$ cat config.mk
export PLATFORM = sky130hd
export DESIGN_NAME = cache_l1_data_miss_ctrl_flat
export DESIGN_NICKNAME = d
export VERILOG_FILES = /design/src/rtl/cache_l1_data_miss_ctrl_pkg.sv /design/src/rtl/cache_l1_data_miss_ctrl_if.sv /design/src/rtl/cache_wt_fifo.sv /design/src/rtl/cache_l1_data_miss_ctrl.sv /design/src/flat_wrapper.sv
export SDC_FILE = /design/constraint.sdc
export NUM_CORES = 1
export LEC_CHECK = 0
export ABC_AREA = 1
export BUFFER_PORTS_ARGS = -buffer_cell sky130_fd_sc_hd__buf_2
export CORE_AREA = 5 5 218 220
export CTS_CLUSTER_DIAMETER = 40
export CTS_CLUSTER_SIZE = 25
export DETAILED_ROUTE_END_ITERATION = 12
export DIE_AREA = 0 0 223 225
export PLACE_DENSITY = 0.74
export SLEW_MARGIN = 20
export SYNTH_ARGS = -nofsm -noshare
export SYNTH_HDL_FRONTEND = slang
export SYNTH_SLANG_ARGS = --single-unit
$ cat constraint.sdc
create_clock -name clk_i -period 5 [get_ports clk_i]
set_input_delay 1 -clock clk_i [delete_from_list [all_inputs] [get_ports clk_i]]
set_output_delay 1 -clock clk_i [all_outputs]
set_load 0.01 [all_outputs]
$ cat src/rtl/cache_l1_data_miss_ctrl_pkg.sv
// Shared definitions for the L1 data-cache miss controller.
// Holds the miss FSM states, store-size codes and the default byte-address width.
package cache_l1_data_miss_ctrl_pkg;

    localparam int TAG_SIZE_DEF    = 9;
    localparam int IDX_SIZE_DEF    = 6;
    localparam int WORD_SIZE_DEF   = 2;
    localparam int OFFSET_SIZE_DEF = 2;
    localparam int AW              = TAG_SIZE_DEF + IDX_SIZE_DEF + WORD_SIZE_DEF + OFFSET_SIZE_DEF;
    localparam int CORE_DATA_W     = 64;

    typedef enum logic [2:0] {
        ST_IDLE  = 3'd0,
        ST_DRAIN = 3'd1,
        ST_REQ   = 3'd2,
        ST_WAIT  = 3'd3,
        ST_FILL  = 3'd4
    } miss_state_t;

    typedef enum logic [2:0] {
        SZ_SB = 3'b000,
        SZ_SH = 3'b001,
        SZ_SW = 3'b010,
        SZ_SD = 3'b011
    } store_size_t;

endpackage

$ cat src/rtl/cache_l1_data_miss_ctrl_if.sv
// Core, L1-fill and L2 signals of the miss controller bundled as one interface.
// slave is the controller's view; master is the surrounding core/L1/L2 view.
interface cache_l1_data_miss_ctrl_if
    import cache_l1_data_miss_ctrl_pkg::*;
#(
    parameter int ADDR_W     = AW,
    parameter int BLOCK_SIZE = 128
) ();

    // core side
    logic                   read_i;
    logic                   write_i;
    logic [2:0]             write_instruction_i;
    logic [ADDR_W-1:0]      addr_i;
    logic [CORE_DATA_W-1:0] data_core_i;
    logic                   hit_i;
    logic                   stall_o;

    // L1 fill side
    logic                   write_L2_o;
    logic [BLOCK_SIZE-1:0]  data_block_o;
    logic [ADDR_W-1:0]      fill_addr_o;
    logic                   write_through_o;

    // L2 side
    logic                   l2_req_o;
    logic                   l2_we_o;
    logic [ADDR_W-1:0]      l2_addr_o;
    logic [1:0]             l2_size_o;
    logic [CORE_DATA_W-1:0] l2_wdata_o;
    logic                   l2_ready_i;
    logic                   l2_rvalid_i;
    logic [BLOCK_SIZE-1:0]  l2_rdata_i;

    modport slave (
        input  read_i, write_i, write_instruction_i, addr_i, data_core_i, hit_i,
        input  l2_ready_i, l2_rvalid_i, l2_rdata_i,
        output stall_o, write_L2_o, data_block_o, fill_addr_o, write_through_o,
        output l2_req_o, l2_we_o, l2_addr_o, l2_size_o, l2_wdata_o
    );

    modport master (
        output read_i, write_i, write_instruction_i, addr_i, data_core_i, hit_i,
        output l2_ready_i, l2_rvalid_i, l2_rdata_i,
        input  stall_o, write_L2_o, data_block_o, fill_addr_o, write_through_o,
        input  l2_req_o, l2_we_o, l2_addr_o, l2_size_o, l2_wdata_o
    );

endinterface

$ cat src/rtl/cache_wt_fifo.sv
// Purpose: generic write-through store buffer, DEPTH (power of 2) entries of WIDTH bits.
// Latency: a push is visible at head the cycle after; head is a direct read of the oldest entry.
// Backpressure: push ignored when full, pop ignored when empty; full/empty/last are registered-state views.
module cache_wt_fifo #(
    parameter int WIDTH = 8,
    parameter int DEPTH = 4
) (
    input  logic             clk_i,
    input  logic             rst_i,
    input  logic             push,
    input  logic [WIDTH-1:0] push_dat,
    input  logic             pop,
    output logic             full,
    output logic             empty,
    output logic             last,
    output logic [WIDTH-1:0] head
);

    localparam int PW = (DEPTH > 1) ? $clog2(DEPTH) : 1;

    logic [WIDTH-1:0] mem [DEPTH];
    logic [PW:0]      wr_ptr;
    logic [PW:0]      rd_ptr;
    logic             do_push;
    logic             do_pop;

    // Extra pointer bit separates the full and empty cases when the indices match.
    assign empty   = (wr_ptr == rd_ptr);
    assign full    = (wr_ptr[PW] != rd_ptr[PW]) && (wr_ptr[PW-1:0] == rd_ptr[PW-1:0]);
    assign last    = ((wr_ptr - rd_ptr) == (PW+1)'(1));
    assign head    = mem[rd_ptr[PW-1:0]];
    assign do_push = push && !full;
    assign do_pop  = pop && !empty;

    always_ff @(posedge clk_i) begin
        if (rst_i) begin
            wr_ptr <= '0;
            rd_ptr <= '0;
        end else begin
            if (do_push) wr_ptr <= wr_ptr + (PW+1)'(1);
            if (do_pop)  rd_ptr <= rd_ptr + (PW+1)'(1);
        end
    end

    always_ff @(posedge clk_i) begin
        if (do_push) mem[wr_ptr[PW-1:0]] <= push_dat;
    end

endmodule

$ cat src/rtl/cache_l1_data_miss_ctrl.sv
// Purpose: write-through/no-write-allocate L1 data miss controller with a store buffer drained to L2.
// Latency: load miss with empty buffer = miss cycle, REQ accepted, L2 response delay, one FILL cycle.
// Backpressure: stall_o holds the core during a miss and for stores while busy or the buffer is full.
module cache_l1_data_miss_ctrl
    import cache_l1_data_miss_ctrl_pkg::*;
#(
    parameter int TAG_SIZE    = 9,
    parameter int IDX_SIZE    = 6,
    parameter int WORD_SIZE   = 2,
    parameter int OFFSET_SIZE = 2,
    parameter int BLOCK_SIZE  = 128,
    parameter int WB_DEPTH    = 4
) (
    input  logic                     clk_i,
    input  logic                     rst_i,
    cache_l1_data_miss_ctrl_if.slave bus
);

    localparam int ADDR_W   = TAG_SIZE + IDX_SIZE + WORD_SIZE + OFFSET_SIZE;
    localparam int LINE_LSB = WORD_SIZE + OFFSET_SIZE;
    localparam logic [ADDR_W-1:0] LINE_MASK = {{(ADDR_W-LINE_LSB){1'b1}}, {LINE_LSB{1'b0}}};

    typedef struct packed {
        logic [ADDR_W-1:0]      addr;
        logic [1:0]             size;
        logic [CORE_DATA_W-1:0] dat;
    } wb_entry_t;

    localparam int ENTRY_W = $bits(wb_entry_t);

    miss_state_t             state_q;
    miss_state_t             state_d;
    logic [ADDR_W-1:0]       miss_addr_q;
    logic [BLOCK_SIZE-1:0]   line_q;

    wb_entry_t               push_entry;
    wb_entry_t               head_entry;
    logic [ENTRY_W-1:0]      head_raw;
    logic                    fifo_full;
    logic                    fifo_empty;
    logic                    fifo_last;
    logic                    fifo_push;
    logic                    fifo_pop;

    logic                    stall;
    logic                    write_through;
    logic                    write_l2;
    logic [BLOCK_SIZE-1:0]   data_block;
    logic [ADDR_W-1:0]       fill_addr;
    logic                    l2_req;
    logic                    l2_we;
    logic [ADDR_W-1:0]       l2_addr;
    logic [1:0]              l2_size;
    logic [CORE_DATA_W-1:0]  l2_wdata;
    logic                    capture_addr;
    logic                    capture_line;
    logic                    unused_size_msb;

    // Only the low two size bits travel to L2; the top bit is a reserved encoding.
    assign unused_size_msb = bus.write_instruction_i[2];

    assign push_entry = '{addr: bus.addr_i, size: bus.write_instruction_i[1:0], dat: bus.data_core_i};
    assign head_entry = wb_entry_t'(head_raw);

    cache_wt_fifo #(
        .WIDTH (ENTRY_W),
        .DEPTH (WB_DEPTH)
    ) u_wb_fifo (
        .clk_i    (clk_i),
        .rst_i    (rst_i),
        .push     (fifo_push),
        .push_dat (push_entry),
        .pop      (fifo_pop),
        .full     (fifo_full),
        .empty    (fifo_empty),
        .last     (fifo_last),
        .head     (head_raw)
    );

    always_ff @(posedge clk_i) begin
        if (rst_i) begin
            state_q     <= ST_IDLE;
            miss_addr_q <= '0;
            line_q      <= '0;
        end else begin
            state_q <= state_d;
            if (capture_addr) miss_addr_q <= bus.addr_i;
            if (capture_line) line_q      <= bus.l2_rdata_i;
        end
    end

    always_comb begin
        state_d       = state_q;
        stall         = 1'b0;
        write_through = 1'b0;
        fifo_push     = 1'b0;
        fifo_pop      = 1'b0;
        l2_req        = 1'b0;
        l2_we         = 1'b0;
        l2_addr       = '0;
        l2_size       = '0;
        l2_wdata      = '0;
        write_l2      = 1'b0;
        data_block    = '0;
        fill_addr     = '0;
        capture_addr  = 1'b0;
        capture_line  = 1'b0;

        // Reset gates every output to zero even though state still holds its old value this cycle.
        if (!rst_i) begin
            if ((state_q == ST_IDLE || state_q == ST_DRAIN) && !fifo_empty) begin
                l2_req   = 1'b1;
                l2_we    = 1'b1;
                l2_addr  = head_entry.addr;
                l2_size  = head_entry.size;
                l2_wdata = head_entry.dat;
                fifo_pop = bus.l2_ready_i;
            end

            case (state_q)
                ST_IDLE: begin
                    // A store wins over a simultaneous load; the load is simply not seen this cycle.
                    if (bus.write_i) begin
                        if (fifo_full) begin
                            stall = 1'b1;
                        end else begin
                            fifo_push     = 1'b1;
                            write_through = 1'b1;
                        end
                    end else if (bus.read_i && !bus.hit_i) begin
                        stall        = 1'b1;
                        capture_addr = 1'b1;
                        state_d      = fifo_empty ? ST_REQ : ST_DRAIN;
                    end
                end
                ST_DRAIN: begin
                    stall = 1'b1;
                    if (fifo_empty || (fifo_pop && fifo_last)) state_d = ST_REQ;
                end
                ST_REQ: begin
                    stall   = 1'b1;
                    l2_req  = 1'b1;
                    l2_addr = miss_addr_q & LINE_MASK;
                    if (bus.l2_ready_i) state_d = ST_WAIT;
                end
                ST_WAIT: begin
                    stall = 1'b1;
                    if (bus.l2_rvalid_i) begin
                        capture_line = 1'b1;
                        state_d      = ST_FILL;
                    end
                end
                ST_FILL: begin
                    stall      = 1'b1;
                    write_l2   = 1'b1;
                    data_block = line_q;
                    fill_addr  = miss_addr_q & LINE_MASK;
                    state_d    = ST_IDLE;
                end
                default: state_d = ST_IDLE;
            endcase
        end
    end

    assign bus.stall_o         = stall;
    assign bus.write_through_o = write_through;
    assign bus.write_L2_o      = write_l2;
    assign bus.data_block_o    = data_block;
    assign bus.fill_addr_o     = fill_addr;
    assign bus.l2_req_o        = l2_req;
    assign bus.l2_we_o         = l2_we;
    assign bus.l2_addr_o       = l2_addr;
    assign bus.l2_size_o       = l2_size;
    assign bus.l2_wdata_o      = l2_wdata;

endmodule

$ cat src/flat_wrapper.sv
// flat-port wrapper written by rule: the top's interface ports become plain ports
module cache_l1_data_miss_ctrl_flat import cache_l1_data_miss_ctrl_pkg::*;
#(
    parameter int TAG_SIZE    = 9,
    parameter int IDX_SIZE    = 6,
    parameter int WORD_SIZE   = 2,
    parameter int OFFSET_SIZE = 2,
    parameter int BLOCK_SIZE  = 128,
    parameter int WB_DEPTH    = 4
)
  (clk_i, rst_i, bus_read_i, bus_write_i, bus_write_instruction_i, bus_addr_i, bus_data_core_i, bus_hit_i, bus_l2_ready_i, bus_l2_rvalid_i, bus_l2_rdata_i, bus_stall_o, bus_write_L2_o, bus_data_block_o, bus_fill_addr_o, bus_write_through_o, bus_l2_req_o, bus_l2_we_o, bus_l2_addr_o, bus_l2_size_o, bus_l2_wdata_o);
  cache_l1_data_miss_ctrl_if #(.BLOCK_SIZE(BLOCK_SIZE)) bus_i ();
  input  logic clk_i;
  input  logic rst_i;
  input wire logic [$bits(bus_i.read_i)-1:0] bus_read_i;
  input wire logic [$bits(bus_i.write_i)-1:0] bus_write_i;
  input wire logic [$bits(bus_i.write_instruction_i)-1:0] bus_write_instruction_i;
  input wire logic [$bits(bus_i.addr_i)-1:0] bus_addr_i;
  input wire logic [$bits(bus_i.data_core_i)-1:0] bus_data_core_i;
  input wire logic [$bits(bus_i.hit_i)-1:0] bus_hit_i;
  input wire logic [$bits(bus_i.l2_ready_i)-1:0] bus_l2_ready_i;
  input wire logic [$bits(bus_i.l2_rvalid_i)-1:0] bus_l2_rvalid_i;
  input wire logic [$bits(bus_i.l2_rdata_i)-1:0] bus_l2_rdata_i;
  output wire logic [$bits(bus_i.stall_o)-1:0] bus_stall_o;
  output wire logic [$bits(bus_i.write_L2_o)-1:0] bus_write_L2_o;
  output wire logic [$bits(bus_i.data_block_o)-1:0] bus_data_block_o;
  output wire logic [$bits(bus_i.fill_addr_o)-1:0] bus_fill_addr_o;
  output wire logic [$bits(bus_i.write_through_o)-1:0] bus_write_through_o;
  output wire logic [$bits(bus_i.l2_req_o)-1:0] bus_l2_req_o;
  output wire logic [$bits(bus_i.l2_we_o)-1:0] bus_l2_we_o;
  output wire logic [$bits(bus_i.l2_addr_o)-1:0] bus_l2_addr_o;
  output wire logic [$bits(bus_i.l2_size_o)-1:0] bus_l2_size_o;
  output wire logic [$bits(bus_i.l2_wdata_o)-1:0] bus_l2_wdata_o;
  assign bus_i.read_i = bus_read_i;
  assign bus_i.write_i = bus_write_i;
  assign bus_i.write_instruction_i = bus_write_instruction_i;
  assign bus_i.addr_i = bus_addr_i;
  assign bus_i.data_core_i = bus_data_core_i;
  assign bus_i.hit_i = bus_hit_i;
  assign bus_i.l2_ready_i = bus_l2_ready_i;
  assign bus_i.l2_rvalid_i = bus_l2_rvalid_i;
  assign bus_i.l2_rdata_i = bus_l2_rdata_i;
  assign bus_stall_o = bus_i.stall_o;
  assign bus_write_L2_o = bus_i.write_L2_o;
  assign bus_data_block_o = bus_i.data_block_o;
  assign bus_fill_addr_o = bus_i.fill_addr_o;
  assign bus_write_through_o = bus_i.write_through_o;
  assign bus_l2_req_o = bus_i.l2_req_o;
  assign bus_l2_we_o = bus_i.l2_we_o;
  assign bus_l2_addr_o = bus_i.l2_addr_o;
  assign bus_l2_size_o = bus_i.l2_size_o;
  assign bus_l2_wdata_o = bus_i.l2_wdata_o;
  cache_l1_data_miss_ctrl #(.TAG_SIZE(TAG_SIZE), .IDX_SIZE(IDX_SIZE), .WORD_SIZE(WORD_SIZE), .OFFSET_SIZE(OFFSET_SIZE), .BLOCK_SIZE(BLOCK_SIZE), .WB_DEPTH(WB_DEPTH)) u_core (.clk_i(clk_i), .rst_i(rst_i), .bus(bus_i));
endmodule
==> key figures <==
Timing
  • Setup violations, final: 0
  • Hold slack: 0.466 ns
  • Worst Skew: 0.0220 ns
  • Setup TNS: 0 ns
  • Hold Vio Cnt, Final: 0
  • RSZ-0062 raised after global routing: no
  • Max Fclk: 245 MHz
  • Post-route clock period utilization: 0.818
  • Minimum clock period: 4.09 ns
  • Max Slew Vio Count: 0
  • Slew @ Worst Pin: 1.03 ns
  • Slew HR: 0.311

Finish
  • Final instance area: 25000 um^2
  • Most common cell after layout, fill and taps aside: nor2_1
  • Share of layout cells above drive strength 1: 0.253
  • Area occupied by multi-input gates: 5950 um^2
  • Fin nets: 2658
  • Commonest non-fill, non-tap cells in the layout: 695 x nor2_1, 451 x buf_2, 340 x edfxtp_1
  • Layout fillers: 3836
  • Area grow syn2layout: 24.3%
  • Seq. cell area: 13300 um^2

Worst hold path
  • Min-Delay Endpoint: u_core.line_q[64]
  • Hold path startpoint: u_core.line_q[64]
  • Hold depth: 2
  • Worst hold path type: reg -> reg

Worst setup path
  • Crit-path max cell delay: 0.89 ns
  • Critical R2R Launch: u_core.u_wb_fifo.wr_ptr[0]
  • Slowest CP cell: dfxtp_4
  • Critical R2R Capture: u_core.u_wb_fifo.rd_ptr[2]
  • CP cell instances: inv_4 > buf_12 > o21ai_0 > a21oi_1 > buf_2
  • Worst setup path class: reg -> out
  • Worst EP required: 4.00 ns
  • Crit path arrival time: 3.09 ns
  • Crit. End Element: primary output
  • CP max FO: 93
  • Worst reg-to-reg path cell count: 10
  • R2R Setup Slk: 2.54 ns
  • Startpoint Class: flip-flop

Die
  • Ports: 458
  • Die area: 50200 um^2
  • CORE AREA: 45100 um^2
  • Die Y-Extent: 225 um
  • Starting Density: 0.447
  • Die width: 223 um
  • FP Rows: 78

Global route
  • Pin count of the biggest net entering global routing: 147
  • First-pass GRT wire length: 83500 um
  • Vias in the first global route: 15712
  • Total grt overflow: 0
  • Antenna violations before repair: 7
  • All-Layer GR Usage: 0.206

Placed design
  • RePlAce Congestion: 0.867
  • Post-DP Area: 22800 um^2
  • IO buf count: 452
  • Detailed-placement wirelength estimate: 33200 um

Clock tree
  • H-Tree Depth: 3
  • Clock root cell: clkbuf_16
  • CTS Hold Buffers Added: 0
  • CTS tree: yes
  • Worst-path clk slew: 0.06 ns
  • Setup Fix Bufs, Post-CTS: 0
  • CTS sink cnt: 494
  • Clk buf depth: 3
  • Cts repair resizes: 0
  • Clk_lat worst skew: 0.58 ns
  • CTS buffer count: 66

Routing
  • DRT iter0 DRCs: 1084
  • # DRC: 0
  • Via Count: 15904
  • DRT Pass-1 Iters: 6
  • Vias per cell: 5.15
  • ANT nets after route: 0
  • WL/cell: 17.5 um
  • Post-Route WL: 54100 um

Pwr
  • Static leakage: 10.1 nW
  • Maximum VDD drop: 0.000278 V
  • Cell area power density: 439 nW/um^2

Synth
  • Synth Cell Area: 20100 um^2
  • Avg Cell Area, Syn: 9.93 um^2
  • #FFs+latches synth: 494
  • Count of cell types in the netlist: 32
  • Cells after synthesis: 2029
  • Sequential area share after synthesis: 0.660
  • Synth Warn #: 0

Flow run
  • Max Cap Violations: 0

Run status
  • Outcome: completed
## synth_stat cells
master / n / area, um^2
nor3_2: 2 / 20.0
nor2_1: 701 / 2630
nor2_4: 1 / 11.3
fa_1: 1 / 20.0
edfxtp_1: 340 / 10200
a221oi_2: 4 / 60.1
nand2_2: 1 / 6.26
inv_2: 5 / 18.8
inv_4: 1 / 6.26
nor2_2: 4 / 25.0
o21ai_0: 272 / 1360
o22ai_1: 15 / 93.8
clkbuf_1: 54 / 203
buf_6: 3 / 33.8
ha_1: 7 / 87.6
buf_1: 5 / 18.8
a211oi_1: 11 / 82.6
buf_2: 74 / 370
o21ai_1: 11 / 55.1
a211oi_2: 19 / 238
a21oi_1: 81 / 405
nand3_1: 4 / 20.0
a31oi_1: 1 / 6.26
clkinv_1: 1 / 3.75
nand2_1: 165 / 619
nand3b_1: 1 / 7.51
inv_1: 66 / 248
dfxtp_1: 154 / 3080
conb_1: 1 / 3.75
o31ai_1: 15 / 113
buf_4: 8 / 60.1
o21ai_4: 1 / 16.3
## layout make-up
class                   count  share of cell area
flip-flops and latches    494               0.531
multi-input cells        1321               0.238
repair buffers            473               0.102
clock buffers              81              0.0720
well taps                 600              0.0300
clock inverters            37              0.0156
inverters                  73              0.0111
diodes                      7            0.000700
## per-stage QoR
step	cells	setup slack [ns]	power [mW]	util
global route	3080	0.667	11.5	0.555
detailed placement	2960	1.35	6.45	0.506
floorplan	2032	-0.542	5.87	-
CTS	3078	0.920	11.1	0.554
finish	3086	0.911	11.0	0.555
global placement	2960	1.41	6.39	0.506
## flip-flops by register name, summed over array words and instances, names as in the netlist, named ones only
signal and cells:
u_core.line_q 128, u_core.miss_addr_q 15, u_core.u_wb_fifo.wr_ptr 3, u_core.u_wb_fifo.rd_ptr 3, u_core.state_q 3, u_core.u_wb_fifo.mem 340
## worst max-delay path, delay by kind of cell (launching register included)
kind	cells	cell delay, ns
flops	1	0.89
buf+inv	3	1.12
compound gates	2	0.34
## how the worst max path moves through the flow
stage	from	slack, ns	cells after the start	endpoint
after floorplan	rst_i	-0.54	5	u_core.u_wb_fifo.mem[0][0]
after global placement	rst_i	1.41	6	bus_data_block_o[14]
after detailed placement	rst_i	1.35	6	bus_data_block_o[96]
after CTS	flip-flop	0.92	5	bus_l2_wdata_o[36]
after global routing	flip-flop	0.67	5	bus_l2_wdata_o[33]
final	flip-flop	0.91	5	bus_l2_wdata_o[61]
## power breakdown
group / internal [mW] / switching [mW]
clock network: 2.82 / 1.78
registers: 4.66 / 0.128
logic: 0.507 / 1.08
## layer usage
metal | global-route usage | part of all wire
met2 | 0.348 | 0.49
met5 | 0 | 0.00039
met4 | 0.0719 | 0.025
met3 | 0.0603 | 0.090
met1 | 0.254 | 0.40
## cells by family after synthesis
logic type | count (synthesis) | synth area share
and+or+nand+nor | 879 | 0.166
adders and majority gates | 8 | 0.00534
buffers and inverters | 217 | 0.0478
DFF | 494 | 0.660
other | 1 | 0.000186
AOI/OAI and AO/OA | 430 | 0.121
Power figures use the tool's default switching activity.
